File: src/rtl/vec_issue_queue.sv
// vec_issue_queue
//   Instruction issue queue between the scalar core and the vector unit.
//   Buffers {instruction, scalar operand} pairs in a FIFO of FIFO_DEPTH
//   entries. It reports occupancy, almost-full and full back-pressure, and a
//   sticky overflow flag. A synchronous flush empties the queue. A fence-ready
//   indication shows that the queue is empty and the vector unit is idle.
//
//   Optional build macro: VEC_ISSUE_BYPASS_EN
//     Enables fall-through mode. On an empty queue a write is presented at the
//     head combinationally. If it is read in the same cycle, the word never
//     touches storage.
//
// Ports
//   clk_i        : clock
//   resetn_i     : asynchronous active-low reset
//   instr_i      : instruction from the scalar core
//   op_i         : scalar operand paired with instr_i
//   buf_write_i  : write request
//   buf_full_o   : queue full
//   buf_afull_o  : occupancy >= AFULL_LEVEL
//   vect_ready_o : queue empty and vector unit idle (combinational)
//   ovf_o        : sticky overflow (write attempted while full)
//   count_o      : current occupancy
//   flush_i      : synchronous queue clear
//   instr_o      : head instruction
//   op_o         : head operand
//   buf_empty_o  : no valid head
//   buf_read_i   : pop the head
//   vect_busy_i  : vector unit is executing
module vec_issue_queue #(
  parameter int INSTR_WIDTH = 32,
  parameter int DATA_WIDTH  = 32,
  parameter int FIFO_DEPTH  = 4,
  parameter int AFULL_LEVEL = 3,
  parameter int CNT_W       = $clog2(FIFO_DEPTH + 1)
) (
  input  logic                   clk_i,
  input  logic                   resetn_i,
  input  logic [INSTR_WIDTH-1:0] instr_i,
  input  logic [DATA_WIDTH-1:0]  op_i,
  input  logic                   buf_write_i,
  output logic                   buf_full_o,
  output logic                   buf_afull_o,
  output logic                   vect_ready_o,
  output logic                   ovf_o,
  output logic [CNT_W-1:0]       count_o,
  input  logic                   flush_i,
  output logic [INSTR_WIDTH-1:0] instr_o,
  output logic [DATA_WIDTH-1:0]  op_o,
  output logic                   buf_empty_o,
  input  logic                   buf_read_i,
  input  logic                   vect_busy_i
);

  localparam int PTR_W = $clog2(FIFO_DEPTH);

  logic [INSTR_WIDTH-1:0] instr_mem [FIFO_DEPTH];
  logic [DATA_WIDTH-1:0]  op_mem    [FIFO_DEPTH];
  logic [PTR_W-1:0]       wr_ptr;
  logic [PTR_W-1:0]       rd_ptr;
  logic [CNT_W-1:0]       count;
  logic                   ovf;

  logic is_empty;
  logic is_full;
  logic bypass;
  logic wr_acc;
  logic rd_acc;

  assign is_empty = (count == '0);
  assign is_full  = (count == CNT_W'(FIFO_DEPTH));

`ifdef VEC_ISSUE_BYPASS_EN
  // The incoming word can be seen at the head only while storage is empty.
  assign bypass = is_empty && buf_write_i && !flush_i;
`else
  assign bypass = 1'b0;
`endif

  // A bypassed word that is read in the same cycle is consumed directly and
  // is therefore not written to storage.
  assign wr_acc = buf_write_i && !is_full && !flush_i && !(bypass && buf_read_i);
  // Reads qualify on the registered empty state. A bypassed read never pops
  // storage, because storage is empty in that cycle.
  assign rd_acc = buf_read_i && !is_empty && !flush_i;

  always_ff @(posedge clk_i or negedge resetn_i) begin
    if (!resetn_i) begin
      wr_ptr <= '0;
      rd_ptr <= '0;
      count  <= '0;
      ovf    <= 1'b0;
      for (int i = 0; i < FIFO_DEPTH; i++) begin
        instr_mem[i] <= '0;
        op_mem[i]    <= '0;
      end
    end else if (flush_i) begin
      // Storage contents are left alone. Only the bookkeeping is cleared.
      wr_ptr <= '0;
      rd_ptr <= '0;
      count  <= '0;
      ovf    <= 1'b0;
    end else begin
      if (wr_acc) begin
        instr_mem[wr_ptr] <= instr_i;
        op_mem[wr_ptr]    <= op_i;
        wr_ptr            <= wr_ptr + PTR_W'(1);
      end
      if (rd_acc) begin
        rd_ptr <= rd_ptr + PTR_W'(1);
      end
      if (wr_acc && !rd_acc) begin
        count <= count + CNT_W'(1);
      end else if (rd_acc && !wr_acc) begin
        count <= count - CNT_W'(1);
      end
      if (buf_write_i && is_full) begin
        ovf <= 1'b1;
      end
    end
  end

  assign buf_full_o   = is_full;
  assign buf_afull_o  = (count >= CNT_W'(AFULL_LEVEL));
  assign count_o      = count;
  assign ovf_o        = ovf;
  assign vect_ready_o = is_empty && !vect_busy_i;
  assign buf_empty_o  = is_empty && !bypass;
  assign instr_o      = bypass ? instr_i : instr_mem[rd_ptr];
  assign op_o         = bypass ? op_i    : op_mem[rd_ptr];

endmodule

File: config.mk
export PLATFORM = sky130hd
export DESIGN_NAME = vec_issue_queue
export DESIGN_NICKNAME = d
export VERILOG_FILES = /design/src/rtl/vec_issue_queue.sv
export SDC_FILE = /design/constraint.sdc
export NUM_CORES = 1
export LEC_CHECK = 0
export BUFFER_PORTS_ARGS = -buffer_cell sky130_fd_sc_hd__buf_2
export CAP_MARGIN = 20
export CORE_ASPECT_RATIO = 1.5
export CORE_MARGIN = 2
export CORE_UTILIZATION = 40
export CTS_CLUSTER_SIZE = 10
export DETAILED_ROUTE_END_ITERATION = 16
export GPL_TIMING_DRIVEN = 0
export RECOVER_POWER = 100
export REMOVE_ABC_BUFFERS = 1
export SLEW_MARGIN = 10
export SYNTH_ARGS = -nofsm -noshare
export SYNTH_HDL_FRONTEND = slang
export SYNTH_SLANG_ARGS = --single-unit
File: constraint.sdc
create_clock -name clk_i -period 3.6 [get_ports clk_i]
set_clock_uncertainty 0.2 [all_clocks]
set_input_delay 0.54 -clock clk_i [delete_from_list [all_inputs] [get_ports clk_i]]
set_output_delay 0.54 -clock clk_i [all_outputs]
set_load 0.02 [all_outputs]
==> results of run 1 <==
==> registers in the layout, indices dropped and copies added, names as in the netlist <==
register   cells
op_mem       128
rd_ptr         2
instr_mem    128
wr_ptr         2
ovf_o          1
count_o        3
==> report_power, final <==
group | switching (mW) | internal [mW] | leakage, nW
registers | 0.774 | 4.24 | 3.33
clock network | 1.13 | 1.54 | 0.395
logic | 2.03 | 2.18 | 2.33
total | 3.93 | 7.96 | 6.05
==> synth_stat cells, drive strengths merged <==
cell type  count  share of area
a211o          1        0.00071
and4bb         1         0.0010
a311oi         1        0.00071
mux2         257           0.27
ha             4         0.0041
a21o           1        0.00071
nand2          2        0.00061
inv            7         0.0021
dfrtp        264           0.54
o211a          1        0.00081
o311a          1        0.00081
o311ai         1        0.00071
fa             1         0.0016
nor3           1        0.00041
xor2           2         0.0014
nand3          6         0.0065
nor2b          1        0.00051
o31ai          2         0.0012
a21bo          1        0.00081
clkbuf         8         0.0024
buf           38          0.037
o21ai          2        0.00081
a21oi          4         0.0016
or3b           1        0.00092
nand3b         2         0.0012
mux4          64           0.12
nor2           9         0.0027
o211ai         1        0.00061
mux2i          2         0.0016
==> layout make-up <==
class                           count  area, um^2
Fill cell                        2777       16800
Timing Repair Buffer              153         774
Inverter                            7        26.3
Sequential cell                   264        6610
Antenna cell                        1        2.50
Clock buffer                       37         808
Tap cell                          400         500
Multi-Input combinational cell    369        4720
==> kinds of logic (layout without fill, tap and decap cells) <==
family / Yosys count / count (layout) / share of synthesized area
DFF: 264 / 264 / 0.537
and+or+nand+nor: 23 / 23 / 0.0139
other: 0 / 1 / 0
muxes: 323 / 323 / 0.391
buffers and inverters: 53 / 197 / 0.0417
adders and majority gates: 5 / 5 / 0.00570
AOI/OAI and AO/OA: 16 / 16 / 0.00956
xor gates and xnor gates: 2 / 2 / 0.00142
==> metal layers <==
| layer | GRT usage | up-vias | routed length (um) |
|---|---|---|---|
| li1 | - | 2815 | - |
| met1 | 0.207 | 3408 | 10800 |
| met2 | 0.269 | 107 | 12500 |
| met3 | 0.0247 | 32 | 875 |
| met4 | 0.0471 | 0 | 495 |
| met5 | 0 | - | 0 |
==> stage by stage <==
step	worst slack, ns	std cells	hold WS [ns]
5_1_grt	0.0590	1231	0.0309
2_1_floorplan	-0.462	640	0.0444
3_3_place_gp	-3.24	1181	0.276
6_report	0.255	1231	0.0449
4_1_cts	0.159	1230	0.0246
3_5_place_dp	0.400	1192	0.287
==> worst paths after layout <==
path	start	end	slack [ns]	depth (start not counted)
max in group asynchronous	resetn_i	rd_ptr[0]	0.74	3
max reg2reg	count_o[2]	instr_mem[22]	0.48	4
min reg2reg	op_mem[75]	op_mem[75]	0.29	1
min in group asynchronous	resetn_i	op_mem[41]	0.74	2
max	rd_ptr[0]	op_o[25]	0.25	3
min	instr_i[22]	instr_mem[86]	0.04	2
==> what timing repair did <==
action / in CTS / in global routing
gates resized for setup: 0 / 0
hold buffers: 1 / 0
hold endpoints to repair: 59 / 0
==> worst max-delay path: stages (launching register included) <==
cell and delay [ns]:
dfrtp_4 0.90, buf_12 0.39, mux4_2 0.57, clkbuf_2 0.17
==> summary.txt, run 1 <==
Status
  • Status: complete, but fails checks
  • Failing checks: capacitance limit, slew limit

Critical path
  • Crit Path Category: flip-flop to output pin
  • Setup crit end kind: output pin
  • Startpoint Class: flip-flop
  • Critical Path AT: roughly 2.6 ns
  • Req. time, crit path: roughly 2.9 ns
  • Worst-path maximum fanout: 34

Route
  • Vias: between 6000 and 7000
  • DR WL/cell: about 20 um
  • Initial DRC Count: 190
  • DRT antenna net count: 0
  • DRC: 0
  • Average vias per placed instance: between 5 and 6
  • Number of detailed-route iterations in the first pass: 4
  • Routed Wire Length: 24700 um

Finish
  • Fin nets: 900
  • Share of cells above drive strength 1: 0.430
  • Commonest non-fill, non-tap cell in the layout: dfrtp_1
  • Syn-to-layout area delta: 9.33%
  • Most frequent cells in the layout: dfrtp_1, mux2_2, mux2_1
  • Final Cell Area: ~13000 um^2
  • Fin util: 0.445

Place
  • DPL Wire Length: 14500 um
  • DP Area: about 13000 um^2
  • GPL Wtd Cong: ~0.72
  • I/O Buffers: 141

Floorplan
  • Die X: ~150 um
  • Initial Util: 0.407
  • I/O pins: roughly 140
  • Core area: between 30000 and 40000 um^2
  • Die height: ~220 um
  • Rows: 78
  • Die Area: roughly 32000 um^2

Pwr
  • Pwr Density: a little under 900 nW/um^2
  • Total power: 11.9 mW
  • Lkg Pwr: around 6.0 nW
  • Worst ir drop on vdd: between 0.4 and 0.5 mV

Global routing
  • Gr usage total: 0.157
  • Aggregate global routing overflow: 0
  • Vias in the first global route: roughly 7000
  • First-pass GRT wire length: approximately 40000 um
  • Largest net degree at the start of global routing: 109
  • Initial antenna violation count: 1

Clock tree
  • CTS Root Cell: clkbuf_16
  • CTS tree: built
  • CTS max path bufs: 3
  • TritonCTS Sinks: roughly 260
  • Clock-pin slew on the worst setup and hold paths: around 0.060 ns
  • Total CTS buffers: 30
  • H-tree levels: 1
  • Worst skew pair latency: 0.55 ns
  • # Post-CTS Setup Buffers: 0

Yosys
  • Synthesized cell area: ~12000 um^2
  • Syn. warnings: 0
  • Gate Count Post-Synth: 686
  • Syn_area_per_cell: around 18 um^2
  • Seq/Total Area, Yosys: 0.537
  • Netlist cell types: 35
  • Synth Register Bits: 264

Timing
  • Relative slew slack: -0.0533
  • Final Hold Fails: 0
  • Post-route minimum period: 3.35 ns
  • # setup viols final: 0
  • Worst slew pin tran: 1.58 ns
  • Fin crit share: 0.929
  • Max Freq: 0.299 GHz
  • Unrepaired setup endpoints after global routing: false
  • Pins over their slew limit: 62
  • Final setup TNS: 0 ns

Flow run
  • Max-cap violations: 1

Min path
  • HP Class: input pin to flip-flop
No activity file was read; power rests on OpenSTA's default activity.
==> run 2, diff against run 1 <==
==> constraint.sdc (replaced) <==
create_clock -name clk_i -period 3.6 [get_ports clk_i]
set_clock_uncertainty 0.2 [all_clocks]
set_input_delay 0 -clock clk_i [delete_from_list [all_inputs] [get_ports clk_i]]
set_output_delay 0 -clock clk_i [all_outputs]
set_load 0.02 [all_outputs]
==> summary.txt, run 2 (synthesis gave the netlist of run 1 again) <==
Route
  • Vias: 6667 (+4.8%)
  • Initial DRC Count: 202 (+6.3%)
  • Number of detailed-route iterations in the first pass: 4 (unchanged)
  • Average vias per placed instance: 5.13 (-0.77%)
  • DR WL/cell: 19.4 um (-3.2%)
  • Routed Wire Length: 25300 um (+2.2%)
  • DRC: 0 (unchanged)
  • DRT antenna net count: 0 (unchanged)

Clock tree
  • Clock-pin slew on the worst setup and hold paths: 0.06 ns (about the same)
  • CTS tree: built
  • Total CTS buffers: 30 (unchanged)
  • TritonCTS Sinks: 264 (unchanged)
  • Post-cts sizing count: 0 (unchanged)
  • # Post-CTS Setup Buffers: 0 (unchanged)
  • H-tree levels: 1 (unchanged)
  • CTS Root Cell: clkbuf_16
  • Worst skew pair latency: 0.55 ns (about the same)
  • Count of hold-fix buffers inserted at cts: 71 (+70)
  • CTS max path bufs: 3 (unchanged)

Pwr
  • Combinational power share: 0.356 (+0.002)
  • Worst ir drop on vdd: 0.455 mV (+8.1%)
  • Pwr Density: 841 nW/um^2 (-4.9%)
  • Sw Pwr: 3.96 mW (+0.75%)
  • Switching part of the total: 0.332 (+0.00158)
  • Total power: 11.9 mW (+0.27%)
  • Internal Power: 7.96 mW (about the same)
  • Part of the power in registers: 0.421 (about the same)
  • Clk pwr share: 0.224 (about the same)
  • Lkg Pwr: 6.28 nW (+3.9%)

Flow run
  • Max-cap violations: 1 (unchanged)

Finish
  • Diode count: 0 (-1)
  • Storage element area: 6610 um^2 (unchanged)
  • Fin nets: 970 (+7.8%)
  • Share of cells above drive strength 1: 0.363 (-0.0668)
  • Final Cell Area: 14200 um^2 (+5.5%)
  • Multi-input gate area in the final layout: 4730 um^2 (about the same)
  • Syn-to-layout area delta: 15.3%
  • Commonest non-fill, non-tap cell in the layout: dfrtp_1
  • Fill cells: 2738 (-1.4%)
  • Most frequent cells in the layout: dfrtp_1, mux2_2, mux2_1

Status
  • Failing checks: capacitance limit
  • Status: complete, but fails checks

Place
  • I/O Buffers: 141 (unchanged)
  • DP Area: 13300 um^2 (unchanged)
  • GPL Wtd Cong: 0.721 (unchanged)
  • DPL Wire Length: 14500 um (unchanged)

Global routing
  • Top Usage Layer GRT: met2
  • Gr usage total: 0.161 (+0.00415)
  • Aggregate global routing overflow: 0 (unchanged)
  • First-pass GRT wire length: 41100 um (+3.1%)
  • Initial antenna violation count: 0 (-1)
  • Largest net degree at the start of global routing: 109 (unchanged)
  • GR Util met2: 0.278 (+0.00841)
  • GR Util met3: 0.0220 (-0.00270)
  • Routing usage on met1: 0.214 (+0.00694)
  • Vias in the first global route: 7386 (+5.2%)

Timing
  • Unrepaired setup endpoints after global routing: false
  • Max Freq: 0.336 GHz (+12%)
  • # setup viols final: 0 (unchanged)
  • Relative slew slack: 0.00174 (+0.0550)
  • Fin crit share: 0.828 (-0.102)
  • Worst slew pin tran: 1.50 ns (-0.0825 ns)
  • Pins over their slew limit: 0 (-100%)
  • Final Hold Fails: 0 (unchanged)
  • WHS: 0.0424 ns (-0.00252 ns)
  • Post-route minimum period: 2.98 ns (-0.366 ns)

Critical path
  • Flop2flop setup slack: 0.62 ns (+0.14 ns)
  • Slowest stage delay, CP: 0.88 ns (-0.02 ns)
  • Buf+Inv Stages, Crit Path: 1 (-1)
  • RR Startpoint: count_o[2]
  • Reg2Reg Depth: 4 (unchanged)
  • Startpoint Class: flip-flop
  • Setup crit end kind: flip-flop
  • Worst-path maximum fanout: 33 (-2.9%)
  • Critical Path AT: 3.20 ns (+0.59 ns)
  • Top delay family on crit path: buffers and inverters
  • Crit Path Category: flip-flop to flip-flop
  • Crit-path cells: or3b_1 > nand3_1 > clkbuf_2 > mux2_2
  • Worst setup path start: count_o[2]
  • Crit path capture: instr_mem[53]
  • FF-to-FF End: instr_mem[53]
  • Req. time, crit path: 3.82 ns (+0.96 ns)
  • CP Depth: 4 (+1)
  • CP max-delay cell: clkbuf_2

Floorplan
  • Rows: 78 (unchanged)
  • Initial Util: 0.407 (unchanged)
  • Die X: 147 um (unchanged)
  • Core area: 30300 um^2 (unchanged)
  • I/O pins: 142 (unchanged)
  • Die Area: 32200 um^2 (unchanged)
  • Die height: 219 um (unchanged)

Min path
  • HP Class: input pin to flip-flop
  • Hold Startpoint: op_i[4]
run 2: changes by cell type in the layout (fill, tap and decap cells not counted), moves of 2 or more:
cell,change
dlygate4sd3_1,+69
clkbuf_2,-32
clkbuf_1,+30
buf_16,+4
buf_6,-3
clkbuf_4,+2
run 2: power by group through the flow:
stage	clock network [mW]	registers (mW)	logic, mW
after floorplan	0	4.91	3.75
after global routing	2.89	5.21	4.55
final	2.67	5.02	4.24
after detailed placement	0	5.08	4.99
after CTS	2.77	5.06	5.06
after global placement	0	5.22	4.84
run 2: worst min-delay path by stage:
stage | end | cells past startpoint
final | op_mem[100] | 3
after global routing | instr_mem[93] | 3
after CTS | op_mem[100] | 3
after detailed placement | op_mem[126] | 1
after global placement | vect_ready_o | 3
after floorplan | count_o[0] | 0
run 2: per-stage QoR:
stage                      util  worst slack, ns  std cells  TNS [ns]
after floorplan               -           -0.208        640    -0.208
after global placement    0.430            -2.70       1181   -799.62
after detailed placement  0.440            0.925       1192         0
after CTS                 0.491            0.699       1300         0
after global routing      0.469            0.486       1300         0
final                     0.469            0.621       1300         0
run 2: cell type report:
class,instances,area share
well taps,400,0.0353
clock buffers,37,0.0570
inverters,7,0.00185
flip-flops and latches,264,0.466
repair buffers,223,0.106
multi-input cells,369,0.333
run 2: worst register-to-register path, stage by stage, from the launching register on:
cell and delay, ns:
dfrtp_1 0.56, or3b_1 0.57, nand3_1 0.19, clkbuf_2 0.88
mux2_2 0.45
run 2: metal layers:
metal | vias up | part of all wire
met2 | 109 | 0.52
met1 | 3563 | 0.43
met5 | - | 0
met3 | 35 | 0.032
met4 | 0 | 0.020
li1 | 2960 | -
